==> src/rtl/ser2par_pkg.sv <==
// Shared definitions for the ser2par serial-to-parallel receiver.
//   state_t   : receiver FSM states (IDLE, SHIFT)
//   cnt_w()   : bit-counter width able to hold 0..width
//   width_ok(): legal word-length check
package ser2par_pkg;

  typedef enum logic {
    IDLE  = 1'b0,
    SHIFT = 1'b1
  } state_t;

  localparam int unsigned WIDTH_MIN = 2;
  localparam int unsigned WIDTH_MAX = 32;
  localparam int unsigned CNT_W_MAX = $clog2(WIDTH_MAX + 1);

  function automatic int unsigned cnt_w(input int unsigned width);
    return $clog2(width + 1);
  endfunction

  function automatic bit width_ok(input int unsigned width);
    return (width >= WIDTH_MIN) && (width <= WIDTH_MAX);
  endfunction

endpackage

==> src/rtl/ser2par_shift.sv <==
// Shift register plus bit counter for the ser2par receiver.
//   clock, reset : system clock, synchronous active-high reset
//   load         : start a new word with bit_in as its first bit (count=1)
//   shift        : append bit_in to the word in progress (count+1)
//   clear        : return the counter to 0 (word complete)
//   bit_in       : serial data bit
//   word_next    : word value after this edge's load/shift
//   done         : this edge's shift completes the word
module ser2par_shift
  import ser2par_pkg::*;
#(
  parameter int unsigned WIDTH     = 8,
  parameter bit          MSB_FIRST = 1'b1
) (
  input  logic             clock,
  input  logic             reset,
  input  logic             load,
  input  logic             shift,
  input  logic             clear,
  input  logic             bit_in,
  output logic [WIDTH-1:0] word_next,
  output logic             done
);

  localparam int unsigned CNT_W = cnt_w(WIDTH);

  logic [WIDTH-1:0] sr;
  logic [CNT_W-1:0] count;

  always_comb begin
    word_next = sr;
    if (load) begin
      if (MSB_FIRST) word_next = {{(WIDTH-1){1'b0}}, bit_in};
      else           word_next = {bit_in, {(WIDTH-1){1'b0}}};
    end else if (shift) begin
      if (MSB_FIRST) word_next = {sr[WIDTH-2:0], bit_in};
      else           word_next = {bit_in, sr[WIDTH-1:1]};
    end
  end

  // Load always wins over shift, so a restarting sof can never complete a word.
  assign done = shift && !load && (count == CNT_W'(WIDTH - 1));

  always_ff @(posedge clock) begin
    if (reset) begin
      sr    <= '0;
      count <= '0;
    end else begin
      if (load || shift) sr <= word_next;
      if (clear)      count <= '0;
      else if (load)  count <= CNT_W'(1);
      else if (shift) count <= count + 1'b1;
    end
  end

endmodule

==> src/rtl/ser2par_rx.sv <==
// Serial-to-parallel receiver: frames WIDTH bits after a start-of-frame
// strobe and presents the word on a valid/ready output.
//   clock, reset : system clock, synchronous active-high reset
//   d, d_valid   : serial bit and its qualifier
//   sof          : first bit of a frame (with d_valid)
//   q, q_valid   : assembled word and its valid flag
//   q_ready      : consumer accepts q when q_valid & q_ready
//   busy         : frame in progress
//   frame_err    : sticky, sof seen mid-frame
//   overrun      : sticky, completed word dropped (output occupied)
//   err_clr      : clears frame_err and overrun (a same-edge set wins)
//
// state | meaning
// IDLE  | waiting for sof
// SHIFT | collecting bits 2..WIDTH of a frame
module ser2par_rx
  import ser2par_pkg::*;
#(
  parameter int unsigned WIDTH     = 8,
  parameter bit          MSB_FIRST = 1'b1
) (
  input  logic             clock,
  input  logic             reset,
  input  logic             d,
  input  logic             d_valid,
  input  logic             sof,
  output logic [WIDTH-1:0] q,
  output logic             q_valid,
  input  logic             q_ready,
  output logic             busy,
  output logic             frame_err,
  output logic             overrun,
  input  logic             err_clr
);

  if (!width_ok(WIDTH)) begin : g_bad_width
    $error("ser2par_rx: WIDTH out of range 2..32");
  end

  state_t           state, state_next;
  logic             load, shift_en, abort, done;
  logic [WIDTH-1:0] word_next;
  logic             slot_free;

  ser2par_shift #(
    .WIDTH     (WIDTH),
    .MSB_FIRST (MSB_FIRST)
  ) u_shift (
    .clock     (clock),
    .reset     (reset),
    .load      (load),
    .shift     (shift_en),
    .clear     (done),
    .bit_in    (d),
    .word_next (word_next),
    .done      (done)
  );

  always_ff @(posedge clock) begin
    if (reset) state <= IDLE;
    else       state <= state_next;
  end

  always_comb begin
    state_next = state;
    case (state)
      IDLE:    if (d_valid && sof) state_next = SHIFT;
      SHIFT:   if (done)           state_next = IDLE;
      default: state_next = IDLE;
    endcase
  end

  always_comb begin
    load     = d_valid && sof;
    shift_en = (state == SHIFT) && d_valid && !sof;
    abort    = (state == SHIFT) && d_valid && sof;
    busy     = (state == SHIFT);
  end

  // A held word being accepted this cycle frees the slot for the new one.
  assign slot_free = !q_valid || q_ready;

  always_ff @(posedge clock) begin
    if (reset) begin
      q         <= '0;
      q_valid   <= 1'b0;
      frame_err <= 1'b0;
      overrun   <= 1'b0;
    end else begin
      if (done && slot_free) begin
        q       <= word_next;
        q_valid <= 1'b1;
      end else if (q_ready) begin
        q_valid <= 1'b0;
      end

      if (abort)        frame_err <= 1'b1;
      else if (err_clr) frame_err <= 1'b0;

      if (done && !slot_free) overrun <= 1'b1;
      else if (err_clr)       overrun <= 1'b0;
    end
  end

endmodule
==> config.mk <==
export PLATFORM = sky130hd
export DESIGN_NAME = ser2par_rx
export DESIGN_NICKNAME = d
export VERILOG_FILES = /design/src/rtl/ser2par_pkg.sv /design/src/rtl/ser2par_shift.sv /design/src/rtl/ser2par_rx.sv
export SDC_FILE = /design/constraint.sdc
export NUM_CORES = 1
export LEC_CHECK = 0
export ABC_AREA = 1
export BUFFER_PORTS_ARGS = -buffer_cell sky130_fd_sc_hd__buf_2
export CAP_MARGIN = 10
export CORE_AREA = 10 10 56 58
export DETAILED_ROUTE_END_ITERATION = 6
export DIE_AREA = 0 0 66 68
export GPL_TIMING_DRIVEN = 0
export MAX_ROUTING_LAYER = met4
export PLACE_DENSITY_LB_ADDON = 0.25
export RECOVER_POWER = 100
export SLEW_MARGIN = 15
export SYNTH_ARGS = -nofsm -noshare
export SYNTH_HDL_FRONTEND = slang
export SYNTH_HIERARCHICAL = 1
export SYNTH_SLANG_ARGS = --single-unit
export TNS_END_PERCENT = 1
==> constraint.sdc <==
create_clock -name clock -period 2.4 [get_ports clock]
set_input_delay 0.12 -clock clock [delete_from_list [all_inputs] [get_ports clock]]
set_output_delay 0.12 -clock clock [all_outputs]
set_load 0.02 [all_outputs]
==> results.sh, run 1 <==
export IMPL_clockRootBuffer="clkbuf_4"
export IMPL_vias=925
export IMPL_nFillCells=223
export IMPL_drt_initial_drc_count=27
export IMPL_synth_async_reset_ratio_pct=0
export IMPL_drive_above_1_share_pct=10.2
export IMPL_post_route_period_util_pct=78.5
export IMPL_leakage_uw=0.000489
export IMPL_drc=0
export IMPL_cts_htree_levels=1
export IMPL_io_pins=19
export IMPL_die_h_um=68
export IMPL_fmax_mhz=531
export IMPL_finClkSkew_ns=0.00163
export IMPL_maxSlewHeadroom_pct=60.8
export IMPL_coreArea_um2=2110
export IMPL_numCtsBuffers=3
export IMPL_synth_seq_area_share_pct=45.7
export IMPL_layout_common_cells="nand2_1 (40), dfxtp_1 (24), a21oi_1 (23), inv_1 (21), nor2_1 (13)"
export IMPL_diodes=0
export IMPL_worst_slew_pin_slew_ns=0.586
export IMPL_post_cts_buffers=0
export IMPL_ir_drop_v=0.000381
export IMPL_rows=17
export IMPL_antenna_left=0
export IMPL_yosysUniqueCellTypes=19
export IMPL_setup_slack_ns=0.517
export IMPL_wl_per_cell_um=10.3
export IMPL_area_growth_pct=11.9
export IMPL_setup_tns_ns=0
export IMPL_synth_edf_count=0
export IMPL_clockBufferDepth=2
export IMPL_ctsHoldBuffers=0
export IMPL_synthCells=146
export IMPL_numClockSinks=24
export IMPL_rsz0062_at_grt="false"
export IMPL_clk_pin_slew_ns=0.12
export IMPL_setup_violations=0
export IMPL_syn_area_per_cell_um2=7.21
export IMPL_dominantRegCellSynth="dfxtp_1"
export IMPL_finalHoldViolCount=0
export IMPL_die_width_um=66
export IMPL_ys_ff_latch=24
export IMPL_max_cap_violations=0
export IMPL_cp_arrival_ns=2.13
export IMPL_powerDensity_nw_per_um2=522
export IMPL_grt_pass1_vias=831
export IMPL_cts_resized=0
export IMPL_port_buffers=18
export IMPL_cts_tree="done"
export IMPL_hold_slack_ns=0.0408
export IMPL_dp_slack_ns=0.438
export IMPL_grt_max_degree=13
export IMPL_hpwl_um=1560
export IMPL_totalWireLength_um=2000
export IMPL_hp_class="input pin to flip-flop"
export IMPL_critPathRequiredTime_ns=2.64
export IMPL_multi_input_area_um2=438
export IMPL_min_period_ns=1.88
export IMPL_grtUsageTotal_pct=10.1
export IMPL_grt_pass1_wl_um=3580
export IMPL_insertion_delay_ns=0.30
export IMPL_mostFrequentLayoutCell="nand2_1"
export IMPL_synth_area_um2=1050
export IMPL_antenna_found_initial=0
export IMPL_place_congestion=0.791
export IMPL_outcome="finished clean"
export IMPL_firstDrtPassIters=6
export IMPL_syn_nets=154
export IMPL_crit_path_max_fanout=10
export IMPL_avgViaCountPerCell=4.74
export IMPL_start_kind="flip-flop"
export IMPL_ys_warn_count=6
export IMPL_grt_overflow=0
export IMPL_die_area_um2=4490
export IMPL_drv_slew=0
export IMPL_final_nets=177
export IMPL_seq_area_um2=480
export IMPL_start_util_pct=50.0
export IMPL_critPathKind="flip-flop to flip-flop"
export IMPL_end_kind="flip-flop"
logic make-up (layout without fill, tap and decap cells):
kind of cell,count (synthesis),in the layout,synth area share (%)
compound gates,27,27,13.1
fa+ha+maj,1,1,1.19
buf+inv,26,47,12.0
flops,24,24,45.7
simple gates,68,68,28.1
cell usage after synthesis, types with 2 or more instances:
library cell / instances / share of area (%)
nand2_1: 40 / 14
dfxtp_1: 24 / 46
a21oi_1: 23 / 11
inv_1: 21 / 7.5
nor2_1: 12 / 4.3
nand3_1: 9 / 4.3
o21ai_0: 3 / 1.4
buf_6: 2 / 2.1
nor3_1: 2 / 0.95
registers in the layout, summed over array words and instances (netlist names):
register,count
overrun,1
q_valid,1
q,8
u_shift/count,4
busy,1
u_shift/sr,8
frame_err,1
critical path: stages, from the launching register on:
cell     delay (ns)
dfxtp_1        0.42
nand2_1        0.08
nor2_1         0.34
nand2_2        0.12
nor4_1         0.33
buf_6          0.21
buf_8          0.13
nand3_1        0.07
a21oi_1        0.12
layout make-up:
class	count	area share [%]
flip-flops and latches	24	40.8
inverters	22	7.12
well taps	28	2.98
repair buffers	18	6.38
plain buffers	4	3.61
clock buffers	3	1.91
multi-input cells	96	37.2
layer usage:
metal  global-route usage (%)  up-vias  wire length (µm)
li1                         -      503                 -
met1                     12.3      399              1050
met2                     14.7       19               797
met3                     3.10        4               127
met4                     5.50        0                31
met5                        -        -                 0
final timing paths:
path	start	end	slack, ns	cells after the start
setup / recovery	busy$_SDFF_PP0_	overrun$_SDFFE_PP0P_	0.52	8
hold / removal	reset	q_valid$_SDFFE_PP0P_	0.04	2
setup reg to reg	busy$_SDFF_PP0_	overrun$_SDFFE_PP0P_	0.52	8
hold reg to reg	frame_err$_SDFFE_PP0P_	frame_err$_SDFFE_PP0P_	0.48	2
per-stage QoR:
step	std cells	util, %	total power, µW	instance area, µm²
after floorplan	146	-	442	1050
after global placement	192	55.9	455	1180
after detailed placement	192	55.9	456	1180
after CTS	195	57.0	622	1200
after global routing	195	55.9	643	1180
final	195	55.9	614	1180
report_power, final:
group	switching [µW]	internal (µW)	leakage, µW	total, µW
logic	26.0	12.9	0.000282	38.9
registers	3.60	403	0.000194	406
clock network	110	58.5	0.0000138	169
No activity file was read; power rests on OpenSTA's default activity.
==> run 2, diff against run 1 <==
Clock period 2.4 ns to 1.8 ns, I/O delays scaled along.
==> run 2 against run 1 <==
Compared with the run above: sequential share of layout area fell by 1.5 points; via count rose by 0.22%; critical path depth did not move; clock skew rose by 0.0011 ns; utilization rose by 2.1 points; largest power group unchanged; clock power rose by 63%; clock-buffer cell count rose by 1; highest routed layer unchanged; non-clock buffer count rose by 1.
==> results.sh, run 2 (synthesized netlist as in run 1, its figures left out) <==
export IMPL_numClockSinks=24
export IMPL_worst_slew_pin_slew_ns=0.292
export IMPL_post_route_period_util_pct=90.0
export IMPL_drive_above_1_share_pct=12.4
export IMPL_min_period_ns=1.62
export IMPL_drv_slew=0
export IMPL_antenna_found_initial=0
export IMPL_final_nets=178
export IMPL_power_total_uw=875
export IMPL_vias=927
export IMPL_die_width_um=66
export IMPL_cts_htree_levels=1
export IMPL_maxSlewHeadroom_pct=80.4
export IMPL_clockBufferDepth=2
export IMPL_grt_overflow=0
export IMPL_end_kind="flip-flop"
export IMPL_diodes=0
export IMPL_die_h_um=68
export IMPL_multi_input_area_um2=459
export IMPL_seq_area_um2=480
export IMPL_mostFrequentLayoutCell="nand2_1"
export IMPL_powerDensity_nw_per_um2=716
export IMPL_leakage_uw=0.000503
export IMPL_hold_slack_ns=0.0342
export IMPL_start_util_pct=50.0
export IMPL_insertion_delay_ns=0.30
export IMPL_firstDrtPassIters=4
export IMPL_place_congestion=0.805
export IMPL_hpwl_um=1600
export IMPL_ir_drop_v=0.000376
export IMPL_setup_tns_ns=0
export IMPL_hp_class="input pin to flip-flop"
export IMPL_avgViaCountPerCell=4.71
export IMPL_antenna_left=0
export IMPL_cp_arrival_ns=1.87
export IMPL_rows=17
export IMPL_instances_no_fill=197
export IMPL_drt_initial_drc_count=36
export IMPL_grt_max_degree=14
export IMPL_outcome="finished clean"
export IMPL_grtUsageTotal_pct=10.2
export IMPL_cts_tree="done"
export IMPL_numCtsBuffers=3
export IMPL_clockRootBuffer="clkbuf_4"
export IMPL_io_pins=19
export IMPL_critPathKind="flip-flop to flip-flop"
export IMPL_coreArea_um2=2110
export IMPL_area_growth_pct=16.2
export IMPL_rsz0062_at_grt="false"
export IMPL_nFillCells=221
export IMPL_fmax_mhz=617
export IMPL_largest_registers="q: 8 flops, u_shift/sr: 8 flops, u_shift/count: 4 flops"
export IMPL_drc=0
export IMPL_crit_path_max_fanout=10
export IMPL_setup_violations=0
export IMPL_die_area_um2=4490
export IMPL_layout_common_cells="nand2_1 (40), dfxtp_1 (24), a21oi_1 (23), inv_1 (21), clkbuf_1 (12)"
export IMPL_grt_pass1_vias=850
export IMPL_wl_per_cell_um=10.7
export IMPL_max_cap_violations=0
export IMPL_port_buffers=18
export IMPL_grt_pass1_wl_um=3640
export IMPL_finClkSkew_ns=0.00273
export IMPL_place_inst=192
export IMPL_totalWireLength_um=2100
export IMPL_finalHoldViolCount=0
export IMPL_post_route_util_pct=58.1
export IMPL_post_cts_buffers=0
export IMPL_critPathRequiredTime_ns=2.05
export IMPL_clk_pin_slew_ns=0.12
export IMPL_start_kind="flip-flop"
==> run 2: cell types whose count changed in the layout (fill, tap and decap cells not counted), sizes merged <==
cell         before  now
dlygate4sd3       0    1
clkbuf           15   16
==> run 2: worst paths after layout <==
kind                              from              endpoint  slack [ns]  cells past startpoint
setup reg to reg       busy$_SDFF_PP0_  overrun$_SDFFE_PP0P_        0.18                      8
hold / removal                 err_clr  overrun$_SDFFE_PP0P_        0.03                      4
hold reg to reg   overrun$_SDFFE_PP0P_  overrun$_SDFFE_PP0P_        0.47                      2
setup / recovery       busy$_SDFF_PP0_  overrun$_SDFFE_PP0P_        0.18                      8
==> run 2: critical path, stage by stage, from the launching register on <==
cell,delay (ns)
dfxtp_1,0.41
nand2_1,0.11
nor2_4,0.19
nand2_2,0.11
nor4_2,0.22
buf_6,0.20
buf_8,0.13
nand3_1,0.08
a21oi_1,0.12
==> run 2: what timing repair did <==
item                                   CTS  global route
endpoints found under the hold margin    2             0
hold buffers                             1             0
setup endpoints to repair                1             6
resized for setup                        1             1
==> run 2: layer usage <==
metal  GRT usage (%)  vias up  part of all wire, %
met5               -        -                    0
met4            4.71        0                 0.95
met3            3.10        2                  6.4
met2            15.1       16                   40
met1            12.5      401                   53
li1                -      508                    -
==> run 2: report_power, final <==
part | switching [µW] | internal (µW) | leakage [µW] | total (µW)
registers | 4.46 | 537 | 0.000194 | 542
logic | 37.6 | 19.8 | 0.000288 | 57.4
clock network | 153 | 123 | 0.0000210 | 276
==> run 2: final cells by class <==
cell class / instances / share of cell area [%]
buffer: 4 / 3.48
timing repair buffer: 19 / 6.96
inverter: 22 / 6.86
clock buffer: 4 / 2.97
multi-input combinational: 96 / 37.6
sequential: 24 / 39.3
tap: 28 / 2.87
==> run 2: per-stage QoR <==
stage | setup slack, ns | cell area [µm²]
detailed placement | 0.00331 | 1180
floorplan | 0.0398 | 1050
finish | 0.180 | 1220
global route | 0.0210 | 1220
CTS | 0.0698 | 1230
global placement | 0.0391 | 1180
